## src/rtl/hilf_pkg.sv

```systemverilog
// Shared types and constants for the ISI shaping loop-filter sequencer.
package hilf_pkg;

    localparam int NUM_EL    = 6;
    localparam int SFI_W     = 4;
    localparam int SFI_BUS_W = NUM_EL * SFI_W;

    typedef enum logic [1:0] {
        IDLE  = 2'd0,
        CLEAR = 2'd1,
        RUN   = 2'd2,
        FLUSH = 2'd3
    } hilf_state_e;

    function automatic logic [SFI_W-1:0] sfi_nibble(input logic [SFI_BUS_W-1:0] bus,
                                                    input int idx);
        return bus[idx*SFI_W +: SFI_W];
    endfunction

endpackage

```

## src/rtl/hilf_seq_ctrl_if.sv

```systemverilog
// Encoder-to-sequencer vector handshake.
// A vector transfers on every cycle where st_valid and st_ready are both high;
// st_ready is only raised on an update tick and does not wait on st_valid.
interface hilf_seq_ctrl_if;
    import hilf_pkg::*;

    logic [NUM_EL-1:0] st_in;
    logic              st_valid;
    logic              st_ready;

    modport master (output st_in, output st_valid, input st_ready);
    modport slave  (input st_in, input st_valid, output st_ready);
endinterface

```

## src/rtl/hilf_tick_gen.sv

```systemverilog
// Update-rate divider: period is div_q+1 cycles, reloaded from div_cfg on load.
module hilf_tick_gen #(
    parameter int DIV_W = 8
) (
    input  logic             clk,
    input  logic             rst,
    input  logic             load,
    input  logic             en,
    input  logic [DIV_W-1:0] div_cfg,
    output logic             tick
);

    logic [DIV_W-1:0] div_q;
    logic [DIV_W-1:0] cnt;

    always_ff @(posedge clk or posedge rst) begin
        if (rst) begin
            div_q <= '0;
            cnt   <= '0;
        end else if (load) begin
            div_q <= div_cfg;
            cnt   <= '0;
        end else if (en) begin
            cnt <= tick ? '0 : cnt + DIV_W'(1);
        end
    end

    assign tick = en && (cnt == div_q);

endmodule

```

## src/rtl/hilf_seq_ctrl.sv

```systemverilog
// Run-time sequencer for the 6-element ISI shaping loop filter: clear, paced
// vector updates, zero-vector drain on stop, and sticky underrun/overflow flags.
module hilf_seq_ctrl
    import hilf_pkg::*;
#(
    parameter int DIV_W     = 8,
    parameter int OVF_TH    = 12,
    parameter int FLUSH_CYC = 16
) (
    input  logic                 clk,
    input  logic                 rst,
    input  logic                 start,
    input  logic                 stop,
    input  logic [DIV_W-1:0]     div_cfg,
    hilf_seq_ctrl_if.slave       st,
    output logic [NUM_EL-1:0]    st_out,
    output logic                 filt_en,
    output logic                 filt_clr,
    input  logic [SFI_BUS_W-1:0] sfi_bus,
    output logic                 busy,
    output logic                 underrun,
    output logic                 ovf_alarm,
    output hilf_state_e          state_dbg
);

    localparam int FCNT_W = $clog2(FLUSH_CYC + 1);

    hilf_state_e       state, state_nxt;
    logic              tick;
    logic              stop_lat;
    logic [FCNT_W-1:0] fcnt;
    logic              sfi_zero, sfi_ovf;
    logic              accept, flush_done, flush_pulse;

    hilf_tick_gen #(.DIV_W(DIV_W)) u_tick (
        .clk     (clk),
        .rst     (rst),
        .load    (state == CLEAR),
        .en      ((state == RUN) || (state == FLUSH)),
        .div_cfg (div_cfg),
        .tick    (tick)
    );

    always_comb begin
        sfi_zero = 1'b1;
        sfi_ovf  = 1'b0;
        for (int i = 0; i < NUM_EL; i++) begin
            if (sfi_nibble(sfi_bus, i) != '0)             sfi_zero = 1'b0;
            if (sfi_nibble(sfi_bus, i) >= SFI_W'(OVF_TH)) sfi_ovf  = 1'b1;
        end
    end

    // A latched stop consumes the tick instead of accepting a vector.
    assign accept      = (state == RUN) && tick && !stop_lat;
    assign flush_done  = sfi_zero || (fcnt == FCNT_W'(FLUSH_CYC));
    assign flush_pulse = (state == FLUSH) && tick && !flush_done;

    always_ff @(posedge clk or posedge rst) begin
        if (rst) state <= IDLE;
        else     state <= state_nxt;
    end

    always_comb begin
        state_nxt = state;
        case (state)
            IDLE:    if (start)              state_nxt = CLEAR;
            CLEAR:                           state_nxt = RUN;
            RUN:     if (tick && stop_lat)   state_nxt = FLUSH;
            FLUSH:   if (tick && flush_done) state_nxt = IDLE;
            default:                         state_nxt = IDLE;
        endcase
    end

    always_comb begin
        filt_clr  = (state == CLEAR);
        busy      = (state != IDLE);
        state_dbg = state;
    end

    assign st.st_ready = accept;

    always_ff @(posedge clk or posedge rst) begin
        if (rst) begin
            st_out    <= '0;
            filt_en   <= 1'b0;
            fcnt      <= '0;
            stop_lat  <= 1'b0;
            underrun  <= 1'b0;
            ovf_alarm <= 1'b0;
        end else begin
            filt_en <= accept || flush_pulse;

            if (accept)                            st_out <= st.st_valid ? st.st_in : '0;
            else if (flush_pulse || state == IDLE) st_out <= '0;

            if (state == CLEAR)   fcnt <= '0;
            else if (flush_pulse) fcnt <= fcnt + FCNT_W'(1);

            if (state == IDLE)                                  stop_lat <= 1'b0;
            else if ((state == CLEAR || state == RUN) && stop) stop_lat <= 1'b1;

            if (state == IDLE && start)       underrun <= 1'b0;
            else if (accept && !st.st_valid) underrun <= 1'b1;

            // The filter outputs are judged on the cycle they are being clocked.
            if (state == IDLE && start) ovf_alarm <= 1'b0;
            else if (filt_en && sfi_ovf) ovf_alarm <= 1'b1;
        end
    end

endmodule

```

## src/flat_wrapper.sv

```systemverilog
// flat-port wrapper written by rule: the top's interface ports become plain ports
module hilf_seq_ctrl_flat import hilf_pkg::*;
#(
    parameter int DIV_W     = 8,
    parameter int OVF_TH    = 12,
    parameter int FLUSH_CYC = 16
)
  (clk, rst, start, stop, div_cfg, st_out, filt_en, filt_clr, sfi_bus, busy, underrun, ovf_alarm, state_dbg, st_st_in, st_st_valid, st_st_ready);
  hilf_seq_ctrl_if st_i ();
  input  logic clk;
  input  logic rst;
  input  logic start;
  input  logic stop;
  input  logic [DIV_W-1:0] div_cfg;
  output logic [NUM_EL-1:0] st_out;
  output logic filt_en;
  output logic filt_clr;
  input  logic [SFI_BUS_W-1:0] sfi_bus;
  output logic busy;
  output logic underrun;
  output logic ovf_alarm;
  output hilf_state_e state_dbg;
  input wire logic [$bits(st_i.st_in)-1:0] st_st_in;
  input wire logic [$bits(st_i.st_valid)-1:0] st_st_valid;
  output wire logic [$bits(st_i.st_ready)-1:0] st_st_ready;
  assign st_i.st_in = st_st_in;
  assign st_i.st_valid = st_st_valid;
  assign st_st_ready = st_i.st_ready;
  hilf_seq_ctrl #(.DIV_W(DIV_W), .OVF_TH(OVF_TH), .FLUSH_CYC(FLUSH_CYC)) u_core (.clk(clk), .rst(rst), .start(start), .stop(stop), .div_cfg(div_cfg), .st(st_i), .st_out(st_out), .filt_en(filt_en), .filt_clr(filt_clr), .sfi_bus(sfi_bus), .busy(busy), .underrun(underrun), .ovf_alarm(ovf_alarm), .state_dbg(state_dbg));
endmodule
```

## config.mk

```make
export PLATFORM = sky130hd
export DESIGN_NAME = hilf_seq_ctrl_flat
export DESIGN_NICKNAME = d
export VERILOG_FILES = /design/src/rtl/hilf_pkg.sv /design/src/rtl/hilf_seq_ctrl_if.sv /design/src/rtl/hilf_tick_gen.sv /design/src/rtl/hilf_seq_ctrl.sv /design/src/flat_wrapper.sv
export SDC_FILE = /design/constraint.sdc
export NUM_CORES = 1
export LEC_CHECK = 0
export ABC_AREA = 1
export BUFFER_PORTS_ARGS = -buffer_cell sky130_fd_sc_hd__buf_2
export CAP_MARGIN = 40
export CORE_MARGIN = 3
export CORE_UTILIZATION = 45
export CTS_CLUSTER_DIAMETER = 100
export DETAILED_ROUTE_END_ITERATION = 8
export PLACE_DENSITY = 0.79
export SLEW_MARGIN = 0
export SYNTH_ARGS = -nofsm -noshare
export SYNTH_HDL_FRONTEND = slang
export SYNTH_SLANG_ARGS = --single-unit
```

## constraint.sdc

```tcl
create_clock -name clk -period 1.6 [get_ports clk]
set_input_delay 0.16 -clock clk [delete_from_list [all_inputs] [get_ports clk]]
set_output_delay 0.16 -clock clk [all_outputs]
set_load 0.01 [all_outputs]
```

; ---- After elaboration in Yosys (flattened, before gate mapping)
; Cells that the tools add are included.
[classes]
n_addsub = 2
mul = 0
div = 0
magnitude_cmp = 6
eq_ne = 8
shifts = 0
n_mux = 30
bitwise_logic = 0
reduce_logical = 34
[ops]
columns = operator, count
row1 = 4-bit greater-or-equal comparator (second input constant), 6
row2 = 8-bit 2-to-1 mux, 3
row3 = 4-bit nonzero test, 6
row4 = 1-bit 2-to-1 mux, 18
row5 = 6-bit 2-to-1 mux, 3
row6 = 2-bit nonzero test, 7
row7 = 1-bit logical AND, 11
row8 = 5-bit 2-to-1 mux, 2
row9 = 8-bit by 1-bit adder with 8-bit output (second input constant), 1
row10 = 8-bit equality test, 1
row11 = 2-bit case mux with 4 select lines, 1
row12 = 2-bit 2-to-1 mux, 3
row13 = 2-bit != test (second input constant), 3
row14 = 5-bit by 1-bit adder with 5-bit output (second input constant), 1
row15 = 5-bit equality test (second input constant), 1
row16 = 1-bit logical OR, 5
row17 = 2-bit equality test (second input constant), 2
row18 = 1-bit zero test, 3
row19 = 3-bit AND reduction, 1
row20 = 2-bit by 1-bit equality test with 1-bit output (second input constant), 1
row21 = 2-bit zero test, 1
[totals]
reg_bits = 33
latchBits = 0
ramBits = 0
rom_bits = 0
in_bits = 43
out_inout_bits = 14
elab_cells = 89
mem_count = 0

; ---- Depth between registers and ports, before layout
; Gate-level depths: netlist (run 1).
[logic_depth]
depth_word = 13
ltp_mapped = 12
ltp_nobuf = 12

; ---- Modules after synthesis
; From an unflattened synthesis (run 1), not the netlist that was laid out.
[unflattened]
hier_cells = 258
hier_area_um2 = 1958.1
[by_module_without_submodules]
columns = module, n_inst, cells_per_inst, area_each_um2, seq_area_each_um2
row1 = hilf_seq_ctrl, 1, 138, 1066.0, 425.4
row2 = hilf_tick_gen, 1, 120, 892.1, 400.4

; ---- Worst setup path before layout (run 1)
; Ideal clock, no wire load.
[synth_path]
kind = flip-flop to flip-flop
start = reg u_core.state[1] (netlist: u_core.state_dbg[1])
end = reg u_core.u_tick.cnt[7]
setup_time_ps = 127
arrival_time_ps = 1564
required_time_ps = 1473
setup_slack_ps = -91
path_stages_with_launch = 7
path_buffers = 1
synth_period_minus_slack_ps = 1691
path_cell_list = dfrtp_1 -> inv_1 -> ha_1 -> clkbuf_1 -> clkinv_1 -> a21oi_2 -> nor2_1
[synth_between]
elab_cells_between_ends = 9
classes_between = eq/ne: 3 / mux: 3 / reduce/logical: 3
[synth_rtl]
columns = item, line_no
row1 = start: declaration, hilf_seq_ctrl.sv:28  ; hilf_state_e state, state_nxt;
row2 = start signal: assignment, hilf_seq_ctrl.sv:60  ; else state <= state_nxt;
row3 = 2-bit by 1-bit equality test with 1-bit output *, -
row4 = named net filt_clr, flat_wrapper.sv:17  ; output logic filt_clr;
row5 = 8-bit 2-to-1 mux / 2-bit nonzero test (equally long branches), -
row6 = end signal: assignment, hilf_tick_gen.sv:24  ; cnt <= tick ? '0 : cnt + DIV_W'(1);
row7 = end: declaration, hilf_tick_gen.sv:14  ; logic [DIV_W-1:0] cnt;
; The timed path passes the listed nets; every way through them passes the cells marked *. The select of a mux whose other input is x is not followed.
; A chain may end at the register's enable or synchronous reset.

; ---- Final worst setup path (run 1)
[layout_path]
start = reg u_core.state[0] (netlist: u_core.state_dbg[0])
end = out st_st_ready
[layout_between]
elab_chain_cells = 5
elab_cells_between_ends = 6
classes_between = eq/ne: 2 / reduce/logical: 4
[layout_lines]
columns = item, line_no
row1 = "2-bit equality test, on equally long branches", "hilf_seq_ctrl.sv:39, hilf_seq_ctrl.sv:54"
row2 = 1-bit logical OR, hilf_seq_ctrl.sv:39  ; .en ((state == RUN) || (state == FLUSH)),
row3 = 1-bit logical AND, hilf_tick_gen.sv:28  ; assign tick = en && (cnt == div_q);
row4 = 1-bit logical AND * (2 in series), hilf_seq_ctrl.sv:54  ; assign accept = (state == RUN) && tick && !stop_lat;
row5 = end: declaration, flat_wrapper.sv:25  ; output wire logic [$bits(st_i.st_ready)-1:0] st_st_ready;
; Mark *: on every way between the ends. The rest lies on a longest branch, timed or not.

==> qor.yml, run 1 <==
sta:
  hold_violations: 0
  fin_setup_tns_ns: -0.751
  skew_ns: 0.00663
  slew_viol_final: 0
  rsz0062_at_grt: "yes"
  hold-worst-slack_ns: 0.0666
  fin_ws_ns: -0.105
  maxSlewHeadroom_pct: 72.5
  tightest_slew_ns: 0.412
  finalSetupViolations: 17
  fin_crit_sh_pct: 107
  min_period_ns: 1.70
  max_freq_mhz: 587
setup_path:
  critPathCaptureType: "primary output"
  max_stage_delay_ns: 0.42
  critical_path_class: "flop to primary output"
  cp_num_buf_inv: 3
  worstSetupStartpointType: "flop"
  worstPathArrival_ns: 1.54
  critical-path-top-delay-family: "simple AND/OR/NAND/NOR gates"
  critical_path.startpoint: "u_core.state_dbg[0]"
  crit_chain: "inv_2 > ha_4 > nor2_1 > nor2_1 > nand3_2 > nor2_4 > nand3_4 > inv_2 > buf_6"
  r2r-start: "u_core.state_dbg[0]"
  cp.required_ns: 1.44
  crit_slowest_cell: "dfrtp_1"
  worst-path-max-fanout: 4
route:
  dr.pass1.iters: 4
  vias: 1886
  wl_per_cell_um: 12.2
  route.detailed.drc: 0
  drt-vias-per-instance: 4.89
  drt_iter0_drc: 73
  wirelength_um: 4720
  ant_nets: 0
hold_path:
  hold_path_class: "primary input to flop"
  hp-start: "st_st_in[1]"
synthesis:
  synth_cell_type_count: 30
  synthFlopType: "dfrtp_1"
  synth_area_mm2: 0.00193
  yosysSeqAreaShare_pct: 42.8
  avgSynthCellArea_um2: 7.54
  ys_async_sr_fraction_pct: 100
  syn-num-nets: 306
  ys_ff_latch: 33
  netlist_instances: 256
  yosysWarnings: 0
  synth-edff-count: 0
clock_network:
  clock_sinks: 33
  clockBufferDepth: 2
  htreeDepth: 2
  clk_latency_ns: 0.29
  numCtsBuffers: 5
  cts-root-buf: "clkbuf_8"
  cts_tree: "done"
  path_clk_slew_ns: 0.07
power:
  seq_power_share_pct: 31.8
  power.switching_uw: 1590
  clkPwrFrac_pct: 16.7
  intPower_uw: 2230
  powerDensity_mw_per_mm2: 1470
  sw_frac_of_total_pct: 41.7
  power.leakage_uw: 0.00138
  p_total_uw: 3820
  ir_drop_mv: 0.824
  comb_power_share_pct: 51.5
finish:
  regArea_um2: 827
  multi_input_area_mm2: 0.00104
  syn_to_final_growth_pct: 34.5
  antenna_cells: 0
  postLayoutCellArea_mm2: 0.00260
  nNetsFinal: 386
  fillCellCount: 337
  drive_gt1_share_pct: 36.0
status:
  status: "complete, but fails checks"
  violations: "setup timing"
placed_design:
  port_buffers: 56
  place_area_mm2: 0.00237
  place_congestion: 0.847
  dp_slack_ns: -0.0665
  place_hpwl_um: 3520
floorplanning:
  die_w_um: 71.5
  pin_count: 57
  core.rowCount: 23
  die_h_um: 71.5
  dieArea_mm2: 0.00511
  fp.coreArea_mm2: 0.00406
  initial_utilization_pct: 47.6
global_routing:
  grt_max_degree: 34
  grtUsageTotal_pct: 18.9
  antenna_found_initial: 0
  grt_overflow: 0
  grt_pass1_wl_um: 7590
  grt_pass1_vias: 1792
job:
  drv_cap: 0
## logic make-up (layout without fill, tap and decap cells)
| group | count (synthesis) | after routing | share of synthesized area (%) |
|---|---|---|---|
| AND/OR/NAND/NOR | 158 | 158 | 36.5 |
| flip-flops | 33 | 33 | 42.8 |
| buffers and inverters | 32 | 112 | 6.74 |
| AO/OA/AOI/OAI | 17 | 17 | 4.99 |
| XOR/XNOR | 9 | 9 | 4.47 |
| adder cells (fa/ha/maj) | 7 | 7 | 4.54 |
## sequential cells by signal, indices dropped and copies added, names as in the netlist
signal               count
u_core.fcnt              5
u_core.filt_en           1
u_core.st_out            6
u_core.stop_lat          1
u_core.u_tick.cnt        8
u_core.underrun          1
u_core.state_dbg         2
u_core.ovf_alarm         1
u_core.u_tick.div_q      8
## synthesized netlist by cell type, types with 2 or more instances
master    count  area (µm²)
a21oi_1       3        15.0
buf_2         2        10.0
clkbuf_1      2        7.51
dfrtp_1      33         826
ha_1          7        87.6
inv_1        23        86.3
inv_2         3        11.3
nand2_1      84         315
nand2_2       2        12.5
nand3_1      16        80.1
nand4_1       8        50.1
nor2_1       37         139
nor2_2        2        12.5
nor2_4        3        33.8
o21ai_0       9        45.0
xor2_1        8        70.1
## worst reg2reg max path, delay by kind of cell, from the launching register on
family / cells / cell delay (ns)
compound gates: 1 / 0.16
simple gates: 6 / 0.50
buf+inv: 3 / 0.35
flops: 1 / 0.42
fa+ha+maj: 1 / 0.14
## stage by stage
stage	utilization, %	std cells
6_report	64.0	386
5_1_grt	64.0	386
4_1_cts	62.1	383
3_5_place_dp	58.3	373
3_3_place_gp	58.3	373
2_1_floorplan	-	256
## final timing paths
check	end	cells after the start	slack (ns)
worst max-delay path	st_st_ready	9	-0.10
worst min-delay path	u_core.st_out[1]	3	0.07
worst max register to register	u_core.u_tick.cnt[2]	11	-0.07
worst min register to register	u_core.u_tick.div_q[1]	2	0.54
max in group asynchronous	u_core.state_dbg[1]	4	0.78
min in group asynchronous	u_core.filt_en	4	0.51
## layout make-up
cell class	instances	area share, %
multi-input combinational	191	40.1
sequential	33	31.8
timing repair buffer	78	18.3
inverter	27	4.05
clock buffer	7	3.32
tap	50	2.41
## cell usage in the layout, fill, tap and decap left out, drive strengths merged
| cell | Yosys | final |
|---|---|---|
| nand4 | 9 | 9 |
| clkinv | 1 | 1 |
| inv | 26 | 26 |
| ha | 7 | 7 |
| a31oi | 1 | 1 |
| a21oi | 4 | 4 |
| dlygate4sd3 | 0 | 1 |
| and3 | 1 | 1 |
| nand3 | 18 | 18 |
| dfrtp | 33 | 33 |
| nor3 | 2 | 2 |
| xnor2 | 1 | 1 |
| o21ai | 9 | 9 |
| a21boi | 1 | 1 |
| o22ai | 1 | 1 |
| nand2 | 86 | 86 |
| clkbuf | 2 | 7 |
| o211ai | 1 | 1 |
| nor2 | 42 | 42 |
| xor2 | 8 | 8 |
| buf | 3 | 77 |
## power by group through the flow
stage	Sequential [µW]	Clock (µW)	Combinational [µW]
finish	1220	637	1970
global route	1240	680	2200
CTS	1200	635	1800
detailed placement	1210	0	1700
global placement	1200	0	1660
floorplan	1200	0	1110
## per-layer routing
| metal | vias to the layer above | part of all wire [%] | GRT usage [%] |
|---|---|---|---|
| li1 | 966 | - | - |
| met1 | 852 | 42 | 23.4 |
| met2 | 59 | 49 | 31.3 |
| met3 | 9 | 6.6 | 5.33 |
| met4 | 0 | 2.3 | 7.31 |
| met5 | - | 0 | 0 |
## repair_timing
item / 4_1_cts / 5_1_grt
setup endpoints to repair: 16 / 26
endpoints found under the hold margin: 33 / 0
pin swaps: 5 / 11
buffers inserted: 2 / 3
hold buffers: 1 / 0
gates resized for setup: 15 / 18
Power figures use the tool's default switching activity.
==> run 2, diff against run 1 <==
Settings changed: CORE_MARGIN 3 to 8.
==> run 2 against run 1 <==
  * Largest cell class unchanged
  * Combinational power rose by 14%
  * Wire length is 11% higher
  * Total power increased by 6.1%
  * Register-to-register slack worse by 0.05 ns
  * Sequential cell count unchanged
  * Critical endpoint unchanged
  * Via count is 3.7% higher
  * Hold slack better by 0.0084 ns
  * Final area increased by 4.0%
  * The run still ends with setup timing left
==> qor.yml, run 2 (same netlist as run 1, synthesis figures left out) <==
sta:
  slew_viol_final: 0
  maxSlewHeadroom_pct: 72.1
  min_period_ns: 1.74
  fin_setup_tns_ns: -1.45
  rsz0062_at_grt: "yes"
  fin_crit_sh_pct: 109
  hold_violations: 0
  hold-worst-slack_ns: 0.0750
  fin_ws_ns: -0.139
  finalSetupViolations: 19
  skew_ns: 0.00388
  max_freq_mhz: 575
  tightest_slew_ns: 0.419
finish:
  reg.largest.list: "u_core.u_tick.cnt: 8 flops, u_core.u_tick.div_q: 8 flops, u_core.st_out: 6 flops"
  syn_to_final_growth_pct: 39.9
  nNetsFinal: 389
  antenna_cells: 0
  final_cell_mix: "nand2_1 (78), buf_2 (53), dfrtp_1 (32)"
  postLayoutCellArea_mm2: 0.00270
  drive_gt1_share_pct: 37.9
  final_common_cell: "nand2_1"
status:
  status: "complete, but fails checks"
  violations: "setup timing"
route:
  drt_iter0_drc: 106
  dr.pass1.iters: 4
  drt-vias-per-instance: 4.99
  wl_per_cell_um: 13.4
  route.detailed.drc: 0
  wirelength_um: 5260
  vias: 1956
  ant_nets: 0
global_routing:
  gr-usage-met3_pct: 3.83
  global_route.usage.met2_pct: 27.4
  grt_pass1_vias: 1943
  use_met1_pct: 18.0
  antenna_found_initial: 0
  grt.busiest_layer: "met2"
  grtUsageTotal_pct: 15.8
  grt_max_degree: 34
  grt_pass1_wl_um: 8300
  grt_overflow: 0
hold_path:
  hold_path_class: "primary input to flop"
clock_network:
  htreeDepth: 2
  clk_latency_ns: 0.28
  clock_sinks: 33
  path_clk_slew_ns: 0.06
  cts_tree: "done"
  numCtsBuffers: 5
  clockBufferDepth: 2
  cts-root-buf: "clkbuf_8"
floorplanning:
  core.rowCount: 24
  pin_count: 57
  fp.coreArea_mm2: 0.00423
  die_h_um: 81.5
  die_w_um: 81.5
  initial_utilization_pct: 45.6
  dieArea_mm2: 0.00664
setup_path:
  rr_worst_depth: 11
  worstSetupStartpointType: "flop"
  critical_path_class: "flop to primary output"
  critical_path.startpoint: "u_core.state_dbg[0]"
  endpoint: "st_st_ready"
  critPathCaptureType: "primary output"
  rrSetupSlack_ns: -0.12
  worst-path-max-fanout: 3
  cp.required_ns: 1.44
  r2r-end: "u_core.u_tick.cnt[5]"
  r2r-start: "u_core.state_dbg[0]"
  worstPathArrival_ns: 1.58
power:
  powerDensity_mw_per_mm2: 1500
  power.leakage_uw: 0.00143
  ir_drop_mv: 0.676
placed_design:
  port_buffers: 56
  place_congestion: 0.879
  place_hpwl_um: 3880
  place_area_mm2: 0.00236
job:
  drv_cap: 0
[run 2: worst min-delay path by stage]
stage,start,to,slack [ns],cells after the start
final,div_cfg[2],u_core.u_tick.div_q[2],0.07,3
after global routing,st_st_in[4],u_core.st_out[4],0.08,3
after CTS,start,u_core.ovf_alarm,0.07,2
after detailed placement,rst,u_core.filt_en,0.28,3
after global placement,rst,u_core.filt_en,0.27,3
after floorplan,start,u_core.ovf_alarm,0.25,1
[run 2: power breakdown]
| part | leakage, µW | switching [µW] | internal (µW) |
|---|---|---|---|
| clock | 0.0000395 | 279 | 309 |
| sequential | 0.000438 | 189 | 1030 |
| combinational | 0.000951 | 1260 | 991 |
[run 2: cell type report]
class	instances	area (µm²)
tap	52	65.1
multi-input combinational	191	1110
fill	358	1530
clock buffer	8	80.1
sequential	33	827
inverter	27	110
timing repair buffer	81	512
[run 2: metal layers]
| layer | part of all wire, % | up-vias |
|---|---|---|
| met5 | 0 | - |
| met4 | 2.3 | 0 |
| met3 | 7.8 | 12 |
| met2 | 50 | 61 |
| met1 | 40 | 914 |
| li1 | - | 969 |
[run 2: critical path: stages, from the launching register on]
cell	delay (ns)
dfrtp_1	0.41
buf_6	0.13
ha_4	0.14
nor2_2	0.04
nor2_2	0.10
nand3_2	0.10
nor2_4	0.14
nand3_4	0.08
inv_2	0.06
buf_6	0.09
[run 2: timing repair]
| action | 4_1_cts | 5_1_grt |
|---|---|---|
| setup buffers | 7 | 3 |
| endpoints found under the setup margin | 24 | 26 |
| hold buffers | 1 | 0 |
| hold endpoints to repair | 33 | 0 |
| gates cloned | 0 | 0 |
| gates resized for setup | 29 | 23 |
| pin swaps | 9 | 13 |
[run 2: through the flow]
stage | util, % | setup WS [ns] | cells | total power (µW)
3_5_place_dp | 55.8 | -0.0824 | 374 | 2920
2_1_floorplan | - | -0.000285 | 256 | 2310
6_report | 63.8 | -0.139 | 392 | 4060
4_1_cts | 61.4 | -0.148 | 389 | 3820
5_1_grt | 63.8 | -0.206 | 392 | 4350
3_3_place_gp | 55.8 | 0.00321 | 374 | 2850
